[src/rtl/ps2_ascii_decoder_pkg.sv]
// Shared scan-code constants, prefix FSM encoding and helpers for the PS/2 ASCII decoder.
package ps2_ascii_decoder_pkg;

  localparam logic [7:0] SC_PREFIX_EXT = 8'hE0;
  localparam logic [7:0] SC_PREFIX_BRK = 8'hF0;
  localparam logic [7:0] SC_LSHIFT     = 8'h12;
  localparam logic [7:0] SC_RSHIFT     = 8'h59;
  localparam logic [7:0] SC_CAPS       = 8'h58;
  localparam logic [7:0] SC_ENTER      = 8'h5A;

  typedef enum logic [1:0] {
    ST_IDLE    = 2'b00,
    ST_EXT     = 2'b01,
    ST_BRK     = 2'b10,
    ST_EXT_BRK = 2'b11
  } prefix_state_e;

  // Keyboard housekeeping bytes (BAT result, ACK, resend, errors) that carry no key event.
  function automatic logic is_discard(input logic [7:0] code);
    logic r;
    case (code)
      8'h00, 8'hAA, 8'hFA, 8'hFE, 8'hFF: r = 1'b1;
      default:                           r = 1'b0;
    endcase
    return r;
  endfunction

endpackage

[src/rtl/ps2_ascii_lut.sv]
// Combinational set-2 make-code to ASCII map with Shift/Caps case selection.
module ps2_ascii_lut
  import ps2_ascii_decoder_pkg::*;
(
  input  logic [7:0] code_i,
  input  logic       ext_i,
  input  logic       shift_i,
  input  logic       caps_i,
  output logic [7:0] ascii_o,
  output logic       hit_o
);

  logic [7:0] letter;
  logic [7:0] digit_ch;
  logic       digit_hit;

  always_comb begin
    letter = 8'h00;
    case (code_i)
      8'h1C: letter = "a";
      8'h32: letter = "b";
      8'h21: letter = "c";
      8'h23: letter = "d";
      8'h24: letter = "e";
      8'h2B: letter = "f";
      8'h34: letter = "g";
      8'h33: letter = "h";
      8'h43: letter = "i";
      8'h3B: letter = "j";
      8'h42: letter = "k";
      8'h4B: letter = "l";
      8'h3A: letter = "m";
      8'h31: letter = "n";
      8'h44: letter = "o";
      8'h4D: letter = "p";
      8'h15: letter = "q";
      8'h2D: letter = "r";
      8'h1B: letter = "s";
      8'h2C: letter = "t";
      8'h3C: letter = "u";
      8'h2A: letter = "v";
      8'h1D: letter = "w";
      8'h22: letter = "x";
      8'h35: letter = "y";
      8'h1A: letter = "z";
      default: letter = 8'h00;
    endcase
  end

  // Caps Lock deliberately does not affect the digit row.
  always_comb begin
    digit_hit = 1'b1;
    digit_ch  = 8'h00;
    case (code_i)
      8'h45: digit_ch = shift_i ? ")" : "0";
      8'h16: digit_ch = shift_i ? "!" : "1";
      8'h1E: digit_ch = shift_i ? "@" : "2";
      8'h26: digit_ch = shift_i ? "#" : "3";
      8'h25: digit_ch = shift_i ? "$" : "4";
      8'h2E: digit_ch = shift_i ? "%" : "5";
      8'h36: digit_ch = shift_i ? "^" : "6";
      8'h3D: digit_ch = shift_i ? "&" : "7";
      8'h3E: digit_ch = shift_i ? "*" : "8";
      8'h46: digit_ch = shift_i ? "(" : "9";
      default: digit_hit = 1'b0;
    endcase
  end

  always_comb begin
    ascii_o = 8'h00;
    hit_o   = 1'b0;
    if (ext_i) begin
      if (code_i == SC_ENTER) begin
        ascii_o = 8'h0D;
        hit_o   = 1'b1;
      end
    end else if (letter != 8'h00) begin
      ascii_o = (shift_i ^ caps_i) ? (letter - 8'h20) : letter;
      hit_o   = 1'b1;
    end else if (digit_hit) begin
      ascii_o = digit_ch;
      hit_o   = 1'b1;
    end else begin
      case (code_i)
        8'h29: begin ascii_o = 8'h20; hit_o = 1'b1; end
        8'h5A: begin ascii_o = 8'h0D; hit_o = 1'b1; end
        8'h66: begin ascii_o = 8'h08; hit_o = 1'b1; end
        default: begin ascii_o = 8'h00; hit_o = 1'b0; end
      endcase
    end
  end

endmodule

[src/rtl/ps2_ascii_decoder.sv]
// PS/2 set-2 scan-code decoder: prefix FSM, Shift/Caps tracking, ASCII map and output FIFO.
// state   | meaning
// IDLE    | no prefix pending; next byte is a make or a prefix
// EXT     | E0 seen; next byte is an extended make or F0
// BRK     | F0 seen; next byte is a break
// EXT_BRK | E0 F0 seen; next byte is an extended break
module ps2_ascii_decoder
  import ps2_ascii_decoder_pkg::*;
#(
  parameter int FIFO_DEPTH = 4,
  parameter int CNT_W      = $clog2(FIFO_DEPTH) + 1
) (
  input  logic             clk,
  input  logic             rst,
  input  logic [7:0]       code_in,
  input  logic             code_valid,
  output logic [7:0]       out_data,
  output logic             out_valid,
  input  logic             out_ready,
  output logic             shift_o,
  output logic             caps_o,
  output logic             overflow,
  output logic [CNT_W-1:0] fill
);

  localparam int PTR_W = $clog2(FIFO_DEPTH);

  prefix_state_e state_q, state_d;
  logic lshift_q, lshift_d, rshift_q, rshift_d;
  logic caps_q, caps_d, caps_held_q, caps_held_d;
  logic overflow_q, overflow_d;
  logic make_ev, brk_ev, ext_ev;

  logic [7:0]       mem_q [FIFO_DEPTH];
  logic [PTR_W-1:0] wr_ptr_q, rd_ptr_q;
  logic [CNT_W-1:0] fill_q;
  logic [7:0]       lut_ascii;
  logic             lut_hit;
  logic             full, pop, push_req, push, drop;

  always_ff @(posedge clk or posedge rst) begin
    if (rst) begin
      state_q     <= ST_IDLE;
      lshift_q    <= 1'b0;
      rshift_q    <= 1'b0;
      caps_q      <= 1'b0;
      caps_held_q <= 1'b0;
      overflow_q  <= 1'b0;
    end else begin
      state_q     <= state_d;
      lshift_q    <= lshift_d;
      rshift_q    <= rshift_d;
      caps_q      <= caps_d;
      caps_held_q <= caps_held_d;
      overflow_q  <= overflow_d;
    end
  end

  always_comb begin
    state_d = state_q;
    make_ev = 1'b0;
    brk_ev  = 1'b0;
    ext_ev  = 1'b0;
    if (code_valid) begin
      case (state_q)
        ST_IDLE: begin
          if (code_in == SC_PREFIX_EXT)      state_d = ST_EXT;
          else if (code_in == SC_PREFIX_BRK) state_d = ST_BRK;
          else if (!is_discard(code_in))     make_ev = 1'b1;
        end
        ST_EXT: begin
          if (code_in == SC_PREFIX_BRK) begin
            state_d = ST_EXT_BRK;
          end else begin
            make_ev = 1'b1;
            ext_ev  = 1'b1;
            state_d = ST_IDLE;
          end
        end
        ST_BRK: begin
          brk_ev  = 1'b1;
          state_d = ST_IDLE;
        end
        ST_EXT_BRK: begin
          brk_ev  = 1'b1;
          ext_ev  = 1'b1;
          state_d = ST_IDLE;
        end
        default: state_d = ST_IDLE;
      endcase
    end
  end

  // caps_held stops typematic repeats of Caps Lock from re-toggling.
  always_comb begin
    lshift_d    = lshift_q;
    rshift_d    = rshift_q;
    caps_d      = caps_q;
    caps_held_d = caps_held_q;
    if (make_ev && !ext_ev) begin
      if (code_in == SC_LSHIFT) lshift_d = 1'b1;
      if (code_in == SC_RSHIFT) rshift_d = 1'b1;
      if (code_in == SC_CAPS) begin
        if (!caps_held_q) caps_d = ~caps_q;
        caps_held_d = 1'b1;
      end
    end
    if (brk_ev && !ext_ev) begin
      if (code_in == SC_LSHIFT) lshift_d = 1'b0;
      if (code_in == SC_RSHIFT) rshift_d = 1'b0;
      if (code_in == SC_CAPS)   caps_held_d = 1'b0;
    end
  end

  assign shift_o = lshift_q | rshift_q;
  assign caps_o  = caps_q;

  ps2_ascii_lut u_lut (
    .code_i  (code_in),
    .ext_i   (ext_ev),
    .shift_i (shift_o),
    .caps_i  (caps_q),
    .ascii_o (lut_ascii),
    .hit_o   (lut_hit)
  );

  // When full, a same-cycle pop frees the slot the write lands in, so order is preserved.
  assign full       = (fill_q == CNT_W'(FIFO_DEPTH));
  assign pop        = out_valid & out_ready;
  assign push_req   = make_ev & lut_hit;
  assign push       = push_req & (~full | pop);
  assign drop       = push_req & full & ~pop;
  assign overflow_d = overflow_q | drop;

  always_ff @(posedge clk or posedge rst) begin
    if (rst) begin
      for (int i = 0; i < FIFO_DEPTH; i++) mem_q[i] <= 8'h00;
      wr_ptr_q <= '0;
      rd_ptr_q <= '0;
      fill_q   <= '0;
    end else begin
      if (push) begin
        mem_q[wr_ptr_q] <= lut_ascii;
        wr_ptr_q        <= wr_ptr_q + 1'b1;
      end
      if (pop) rd_ptr_q <= rd_ptr_q + 1'b1;
      case ({push, pop})
        2'b10:   fill_q <= fill_q + 1'b1;
        2'b01:   fill_q <= fill_q - 1'b1;
        default: fill_q <= fill_q;
      endcase
    end
  end

  assign out_valid = (fill_q != '0);
  assign out_data  = mem_q[rd_ptr_q];
  assign overflow  = overflow_q;
  assign fill      = fill_q;

endmodule
[config.mk]
export PLATFORM = sky130hd
export DESIGN_NAME = ps2_ascii_decoder
export DESIGN_NICKNAME = d
export VERILOG_FILES = /design/src/rtl/ps2_ascii_decoder_pkg.sv /design/src/rtl/ps2_ascii_lut.sv /design/src/rtl/ps2_ascii_decoder.sv
export SDC_FILE = /design/constraint.sdc
export NUM_CORES = 1
export LEC_CHECK = 0
export ABC_AREA = 1
export BUFFER_PORTS_ARGS = -buffer_cell sky130_fd_sc_hd__buf_2
export CAP_MARGIN = 20
export CORE_ASPECT_RATIO = 0.7
export CORE_UTILIZATION = 30
export DETAILED_ROUTE_END_ITERATION = 10
export PLACE_DENSITY_LB_ADDON = 0.25
export SLEW_MARGIN = 10
export SYNTH_ARGS = -nofsm -noshare
export SYNTH_HDL_FRONTEND = slang
export SYNTH_HIERARCHICAL = 1
export SYNTH_SLANG_ARGS = --single-unit
[constraint.sdc]
create_clock -name clk -period 5.35 [get_ports clk]
set_input_delay 0.8025 -clock clk [delete_from_list [all_inputs] [get_ports clk]]
set_output_delay 0.8025 -clock clk [all_outputs]
set_load 0.005 [all_outputs]
==> results.txt, run 1 <==
Total CTS buffers = 5
M3 GR Usage = 0.02830
First-pass GRT wire length = 16,910 um
Main flop type after synthesis = dfrtp_1
Setup ws final = 1.505 ns
H-tree levels = 2
R2r worst-path depth = 14
Worst skew pair latency = 0.29 ns
All-layer global routing usage = 0.1586
Final non-filler cell area = 0.004273 mm^2
WHS Path Cells = 1
# setup viols final = 0
Clk pin slew, worst setup/hold paths = 0.06 ns
CP Buf/Inv Count = 3
CP max stage delay = 0.38 ns
VDD IR-drop max = 0.2008 mV
# rows = 34
Antenna Nets Post-Route = 0
Top post-synthesis cells by area = dfrtp_1 (30%), nand2_1 (14%), nand3_1 (9.2%)
Initial Util = 0.3095
Hold Path Sink = overflow
EDFF count, synth = 0
Layout cells sized above 1 = 0.1259
CP Launch Type = input pin
Die area = 0.01332 mm^2
Overall die height = 96.87 um
GR peak layer = met1
Crit path cell chain = buf_2 > inv_1 > ha_1 > nand2_2 > nor2_1 > o21ai_0 > o21a_1 > nand3_1 > nor2_1 > nand2_1 > o21ai_1 > nand2_1 > nand4_4 > ha_1 > inv_1 > fa_1 > a21oi_1 > o21ai_0 > xor2_1
Met2 Usage GRT = 0.2288
RR Endpoint = fill[2]
Worst Skew = 0.005054 ns
Routed WL = 9912 um
Core area = 0.01246 mm^2
Cts hold-fix bufs = 0
CP required = 5.52 ns
Syn. warnings = 6
Top-count cell post-synth = nand2_1
Hold wc startpoint = overflow
Post-CTS Setup Bufs = 0
HPWL Detailed = 7262 um
Synth top cells by count = nand2_1 (140), inv_1 (81), nand3_1 (71), dfrtp_1 (46)
Top-area cell type share of the netlist area = 0.2984
Fmax = 0.2601 GHz
CTS max path bufs = 2
Hold Vio Cnt, Final = 0
Initial antenna violation count = 0
CTS tree = done
Arr. time, crit path = 4.01 ns
Hold/Removal Path Class = reg -> reg
CP max-delay cell = fa_1
Post-synth cell types = 39
Worst r2r src = state_q[1]
Place WS = 1.311 ns
Met1 GRT Util = 0.2433
Pwr/cell area = 446.0 mW/mm^2
Outcome = complete, no violations
Root Buffer = clkbuf_16
Async set or reset register ratio after synthesis = 1.000
Unrepaired setup endpoints after global routing = false
GRT overflow = 0
Synth Net Count = 590
Antenna cells = 0
Part of the Yosys area used for sequential elements = 0.2984
Iteration-0 DRC Markers = 259
Drt drc = 0
Leakage = 2.152 nW
Max-slew violations = 0
Max-cap violation count = 0
Mean Syn Cell Area = 6.852 um^2
Tmin final = 3.845 ns
Largest net degree at the start of global routing = 47
Critical path's top delay family = simple AND/OR/NAND/NOR gates
Die X = 137.5 um
Vias in the first global route = 3,461
Crit Path Category = in -> reg
NumNets Final = 606
WL/cell = 13.36 um
Via Count = 3,663
Final period util = 0.7187
Area after DPL = 0.004054 mm^2
I/O pin count = 27
Setup TNS = 0 ns
Critical Path Fanout Max = 9
R2R Setup Slk = 2.89 ns
Final Non-Filler Cells = 742
Cell taking the most area after synthesis = dfrtp_1
Placed Cells = 733
Via/cell ratio = 4.937
Input/output buffers = 26
GPL Wtd Cong = 0.8844
Num Clock Sinks = 46
Mapped Cells = 563
Worst Setup End Kind = flip-flop
Max-Slew Margin vs Limit = 0.5188
#FFs+latches synth = 46
Worst Tran Pin Value = 0.7210 ns
CTS resizes = 0
Area delta synth->final = 10.77%
Cell area after synthesis = 0.003857 mm^2
DR pass1 iterations = 5
[stage by stage]
stage | hold WS (ns) | utilization | total power [mW]
3_5_place_dp | 0.4577 | 0.3252 | 1.489
6_report | 0.4677 | 0.3428 | 1.906
5_1_grt | 0.4870 | 0.3428 | 2.086
3_3_place_gp | 0.4680 | 0.3252 | 1.482
2_1_floorplan | 0.4678 | - | 1.262
4_1_cts | 0.4741 | 0.3412 | 1.918
[report_power, final]
| part | internal [mW] | switching, mW | total (mW) |
|---|---|---|---|
| logic | 0.325 | 0.560 | 0.884 |
| clock network | 0.281 | 0.135 | 0.416 |
| registers | 0.509 | 0.0969 | 0.606 |
[how the worst max path moves through the flow]
| stage | from | end | slack, ns | cells after the start |
|---|---|---|---|---|
| after floorplan | code_in[1] | fill[2] | 1.83 | 19 |
| after global placement | code_in[1] | fill[2] | 1.38 | 19 |
| after detailed placement | code_in[1] | fill[2] | 1.31 | 19 |
| after CTS | code_in[1] | fill[2] | 1.61 | 19 |
| after global routing | code_in[1] | fill[2] | 1.19 | 19 |
| final | code_in[1] | fill[2] | 1.51 | 19 |
[placed cells by master, fill, tap and decap left out, drive strengths merged]
cell type / n
xor2: 4
clkinv: 1
fa: 1
a22oi: 3
dfrtp: 46
clkbuf: 6
a21oi: 38
o21a: 3
o21bai: 34
o211ai: 2
buf: 28
nor2: 47
o21ai: 16
xnor2: 2
a211oi: 1
bufinv: 2
nor3: 5
inv: 88
nand4: 8
ha: 14
nor4: 2
a31oi: 3
nand2: 153
nand3: 73
[logic make-up after synthesis]
| kind of cell | share of synthesized area |
|---|---|
| buffers and inverters | 0.1245 |
| XOR/XNOR | 0.01362 |
| adder cells (fa/ha/maj) | 0.05060 |
| flip-flops | 0.2984 |
| AO/OA/AOI/OAI | 0.1606 |
| AND/OR/NAND/NOR | 0.3523 |
[registers in the layout (all words and copies together) (netlist names)]
signal       count
overflow         1
rd_ptr_q         2
fill             3
caps_held_q      1
lshift_q         1
rshift_q         1
state_q          2
caps_o           1
wr_ptr_q         2
mem_q           32
[cell type report]
| class | count | area [um^2] |
|---|---|---|
| sequential | 46 | 1151 |
| fill | 1357 | 8192 |
| tap | 162 | 202.7 |
| multi-input combinational | 409 | 2226 |
| timing repair buffer | 28 | 157.7 |
| clock inverter | 2 | 60.06 |
| clock buffer | 6 | 138.9 |
| inverter | 89 | 336.6 |
[routing by layer]
| metal | vias to the layer above | share of wire | routed length [um] |
|---|---|---|---|
| met2 | 110 | 0.42 | 4196 |
| met3 | 10 | 0.065 | 640 |
| li1 | 1837 | - | - |
| met5 | - | 0 | 0 |
| met4 | 0 | 0.0070 | 69 |
| met1 | 1706 | 0.51 | 5006 |
No activity file was read; power rests on OpenSTA's default activity.
==> run 2: changes to the inputs <==
- ABC_AREA: 1 -> 0
- clock period: 5.35 -> 3.7 ns (I/O delays scaled with it)
==> results.txt, run 2 <==
Outcome = complete, no violations
CTS max path bufs = 2
CP Buf/Inv Count = 2
Worst Skew = 0.009501 ns
Cell area after synthesis = 0.003744 mm^2
Switch share = 0.3558
GPL Wtd Cong = 0.9541
Vias in the first global route = 3,454
CP required = 3.91 ns
Arr. time, crit path = 3.82 ns
# setup viols final = 0
Async set or reset register ratio after synthesis = 1.000
Die X = 135.5 um
Max-Slew Margin vs Limit = 0.5898
Top reg by flops = mem_q
I/O pin count = 27
Worst skew pair latency = 0.29 ns
Worst Setup End Kind = flip-flop
Synth top cells by count = dfrtp_1 (46), o21ai_0 (39), o32ai_1 (32), inv_1 (25), nand2_1 (21)
Mean Syn Cell Area = 9.312 um^2
Routed WL = 11,020 um
RR Endpoint = fill[2]
R2r worst-path depth = 12
Final Non-Filler Cells = 631
Setup ws final = 0.09361 ns
Antenna cells = 0
Post-synth cell types = 75
Root Buffer = clkbuf_16
Leakage = 1.954 nW
CP Launch Type = input pin
Setup TNS = 0 ns
Worst Setup EP = fill[2]
Layout cells sized above 1 = 0.3143
Most common cell after layout, fill and taps aside = buf_4
VDD IR-drop max = 0.2960 mV
CP max stage delay = 0.46 ns
Via Count = 3,548
Input/output buffers = 26
Hold Vio Cnt, Final = 0
Most frequent cells in the layout = buf_4 (68), dfrtp_1 (46), o21ai_0 (39)
Post-synthesis xor/xnor area fraction = 0.02340
Main flop type after synthesis = dfrtp_1
Total CTS buffers = 5
Via/cell ratio = 5.623
Antenna Nets Post-Route = 0
# rows = 33
Worst r2r src = state_q[1]
HPWL Detailed = 8007 um
CTS tree = done
Num Clock Sinks = 46
Cell Int Power = 1.342 mW
CP max-delay cell = o41a_1
Final non-filler cell area = 0.004678 mm^2
Largest family of logic cells by synthesized area = compound AO/OA/AOI/OAI gates
Area delta synth->final = 24.97%
Final period util = 0.9747
Iteration-0 DRC Markers = 198
Tmin final = 3.606 ns
Clock power share = 0.214
Switching pwr = 0.7412 mW
Worst setup startpoint = code_in[0]
Drt drc = 0
Initial Util = 0.3137
EDFF count, synth = 0
Largest net degree at the start of global routing = 47
Max FFs per register = 32
Area after DPL = 0.004385 mm^2
GRT overflow = 0
WL/cell = 17.46 um
Max-cap violation count = 0
#FFs+latches synth = 46
Worst Tran Pin Value = 0.6153 ns
Core area = 0.01193 mm^2
Top-area cell type share of the netlist area = 0.3075
Syn. warnings = 6
Hold/Removal Path Class = in -> async
Crit path cell chain = clkbuf_4 > ha_4 > mux2_4 > o211a_1 > a221oi_2 > o2111a_2 > nand3_4 > o41a_1 > and3b_2 > nand2_2 > or2_4 > ha_4 > inv_2 > fa_2 > xor2_1 > nor2_1 > xor2_1
Placed Cells = 619
Hold WS = 0.1603 ns
R2R Setup Slk = 0.79 ns
H-tree levels = 2
Post-synthesis mux area share = 0.09525
Cell taking the most area after synthesis = dfrtp_1
Critical Path Fanout Max = 4
Pwr/cell area = 445.3 mW/mm^2
Top-count cell post-synth = dfrtp_1
Mapped Cells = 402
First-pass GRT wire length = 18,240 um
WP depth = 17
Part of the Yosys area used for sequential elements = 0.3075
Die area = 0.01294 mm^2
Top post-synthesis cells by area = dfrtp_1 (31%), o32ai_1 (7.5%), o21ai_0 (5.2%)
All-layer global routing usage = 0.1782
Crit Path Category = in -> reg
Synth Area in Simple Gates = 0.1888
Post-synthesis compound-gate area fraction = 0.2564
Initial antenna violation count = 0
Fmax = 0.2773 GHz
DR pass1 iterations = 4
Gate power share = 0.391
NumNets Final = 500
Critical path's top delay family = compound AO/OA/AOI/OAI gates
Max-slew violations = 0
Synth Net Count = 429
Clk pin slew, worst setup/hold paths = 0.06 ns
Place WS = -0.1942 ns
Synth Area in Adders = 0.05214
Overall die height = 95.46 um
Sequential share of power = 0.394
run 2: worst min-delay path by stage:
stage	from	end	cells past startpoint
6_report	rst	fill[2]	2
5_1_grt	rst	fill[2]	2
4_1_cts	overflow	overflow	2
3_5_place_dp	overflow	overflow	2
3_3_place_gp	overflow	overflow	2
2_1_floorplan	overflow	overflow	2
run 2: through the flow:
| stage | total power [mW] | util |
|---|---|---|
| floorplan | 1.313 | - |
| global placement | 1.582 | 0.3675 |
| detailed placement | 1.610 | 0.3675 |
| CTS | 2.065 | 0.3798 |
| global route | 2.237 | 0.3921 |
| finish | 2.083 | 0.3921 |
run 2: layout make-up:
class,count,area (um^2)
Clock inverter,3,21.27
Timing Repair Buffer,96,686.9
Tap cell,157,196.4
Clock buffer,5,125.1
Sequential cell,46,1151
Inverter,26,101.3
Fill cell,1142,7254
Multi-Input combinational cell,298,2396
run 2: worst reg2reg max path: stages, from the launching register on:
cell	delay, ns
dfrtp_1	0.48
nor3_1	0.33
nor2_1	0.13
o41a_1	0.49
and3b_2	0.25
nand2_2	0.07
or2_4	0.13
ha_4	0.12
inv_2	0.04
fa_2	0.38
xor2_1	0.15
nor2_1	0.11
xor2_1	0.16
run 2: what timing repair did:
action | CTS | global route
setup endpoints to repair | 0 | 1
hold buffers | 0 | 0
resized for setup | 0 | 26
hold endpoints to repair | 0 | 0
setup buffers | 0 | 3
run 2: cell families after synthesis:
family / after synthesis
simple gates: 119
buf+inv: 58
fa+ha+maj: 15
compound gates: 130
mux: 24
flops: 46
xor+xnor: 10
run 2: routing by layer:
| metal | wire length, um | GRT usage |
|---|---|---|
| met3 | 609 | 0.02924 |
| met5 | 0 | 0 |
| met1 | 5434 | 0.2667 |
| met4 | 59 | 0.02903 |
| met2 | 4912 | 0.2697 |
run 2: power groups by stage:
stage / Combinational, mW / Clock, mW / Sequential, mW
final: 0.815 / 0.447 / 0.822
after global placement: 0.761 / 0 / 0.821
after floorplan: 0.569 / 0 / 0.743
after global routing: 0.907 / 0.484 / 0.846
after CTS: 0.787 / 0.457 / 0.820
after detailed placement: 0.783 / 0 / 0.828
==> run 3: changes to the inputs <==
- REMOVE_ABC_BUFFERS: unset -> 1
==> results.txt, run 3 (synthesis gave the netlist of run 2 again) <==
H-tree levels = 2
CTS max path bufs = 2
Fillers = 1,180
Largest net degree at the start of global routing = 47
Hold/Removal Path Class = in -> async
R2R Setup Slk = 0.94 ns
Drt drc = 0
Worst Skew = 0.004291 ns
Antenna cells = 0
Max FFs per register = 32
GRT overflow = 0
Clk pin slew, worst setup/hold paths = 0.06 ns
Max-slew violations = 0
All-layer global routing usage = 0.1783
Final Non-Filler Cells = 635
Worst r2r src = state_q[1]
Tmin final = 3.536 ns
NumNets Final = 504
# setup viols final = 0
Place WS = -0.2889 ns
Die X = 135.5 um
Root Buffer = clkbuf_16
Input/output buffers = 26
I/O pin count = 27
Top reg by flops = mem_q
Pwr/cell area = 451.1 mW/mm^2
Overall die height = 95.46 um
Via/cell ratio = 5.715
Worst Tran Pin Value = 0.6957 ns
Area delta synth->final = 25.43%
Iteration-0 DRC Markers = 248
Via Count = 3,629
Initial antenna violation count = 0
CP Launch Type = input pin
Arr. time, crit path = 3.75 ns
Most common cell after layout, fill and taps aside = buf_4
Initial Util = 0.3137
Setup ws final = 0.1641 ns
Final Util = 0.3935
GPL Wtd Cong = 0.9206
Cts hold-fix bufs = 0
Die area = 0.01294 mm^2
CP required = 3.91 ns
Placed Cells = 624
Antenna Nets Post-Route = 0
Fmax = 0.2828 GHz
Vias in the first global route = 3,526
Max-cap violation count = 0
CTS tree = done
Core area = 0.01193 mm^2
Routed WL = 10,980 um
Worst Setup End Kind = flip-flop
RR Endpoint = fill[2]
Worst skew pair latency = 0.29 ns
Max-Slew Margin vs Limit = 0.5327
Outcome = complete, no violations
Crit Path Category = in -> reg
Final period util = 0.9557
Num Clock Sinks = 46
Leakage = 1.981 nW
DR pass1 iterations = 5
Layout cells sized above 1 = 0.2950
Total CTS buffers = 5
WL/cell = 17.29 um
Critical Path Fanout Max = 5
VDD IR-drop max = 0.2856 mV
First-pass GRT wire length = 18,080 um
Most frequent cells in the layout = buf_4 (71), dfrtp_1 (46), o21ai_0 (39)
Hold Vio Cnt, Final = 0
# rows = 33
Power, Total = 2.118 mW
HPWL Detailed = 7863 um
R2r worst-path depth = 12
run 3: changes by cell type in the layout (fill, tap and decap cells not counted), moves of 2 or more:
cell | previous run | this run
clkinv_2 | 2 | 0
inv_1 | 21 | 23
ha_1 | 10 | 12
ha_4 | 3 | 0
buf_6 | 3 | 1
nor4_4 | 0 | 3
nor4_2 | 4 | 1
buf_4 | 68 | 71
run 3: critical path, cell delays in order:
cell      delay, ns
buf_4          0.11
inv_2          0.05
ha_1           0.20
mux2_4         0.26
o211a_1        0.21
a221oi_2       0.24
o2111a_2       0.30
nand3_4        0.08
o41a_1         0.35
and3b_1        0.20
nand2_1        0.09
or2_2          0.12
ha_2           0.17
inv_1          0.05
fa_2           0.33
xor2_1         0.14
nor2_1         0.13
xor2_1         0.16
run 3: how the worst max path moves through the flow:
stage | start | to | cells after the start
finish | code_in[1] | fill[2] | 18
global route | code_in[0] | fill[2] | 19
global placement | code_in[2] | mem_q[12] | 13
CTS | code_in[1] | mem_q[13] | 15
floorplan | code_in[1] | fill[2] | 17
detailed placement | code_in[1] | mem_q[13] | 15
run 3: where the power goes:
part           switching [mW]  total, mW  leakage [nW]  internal [mW]
combinational           0.380      0.791          1.32          0.411
clock                   0.189      0.508        0.0771          0.319
sequential              0.149      0.819         0.589          0.670
run 3: repair_timing:
action / CTS / global route
buffers inserted: 0 / 2
endpoints found under the setup margin: 0 / 25
gates resized for setup: 0 / 12
run 3: area by class of cell:
cell class                 count  area, um^2  share of cell area
sequential                    46        1151              0.2451
inverter                      26       97.59             0.02078
clock buffer                   6       128.9             0.02744
clock inverter                 2       37.54            0.007994
tap                          157       196.4             0.04183
timing repair buffer         100       739.5              0.1575
multi-input combinational    298        2345              0.4993
run 3: per-stage QoR:
step / instance area [um^2] / hold slack, ns / TNS, ns
final: 4696 / 0.3250 / 0
after global routing: 4696 / 0.3784 / -0.01954
after CTS: 4606 / 0.4730 / 0
after detailed placement: 4439 / 0.4461 / -4.592
after global placement: 4439 / 0.4496 / -3.441
after floorplan: 3555 / 0.4543 / -0.1486
run 3: metal layers:
layer	global-route usage	part of all wire	up-vias
met5	0	0	-
met4	0.04588	0.0087	0
met3	0.03296	0.061	11
met2	0.2705	0.44	135
met1	0.2577	0.49	1791
li1	-	-	1692
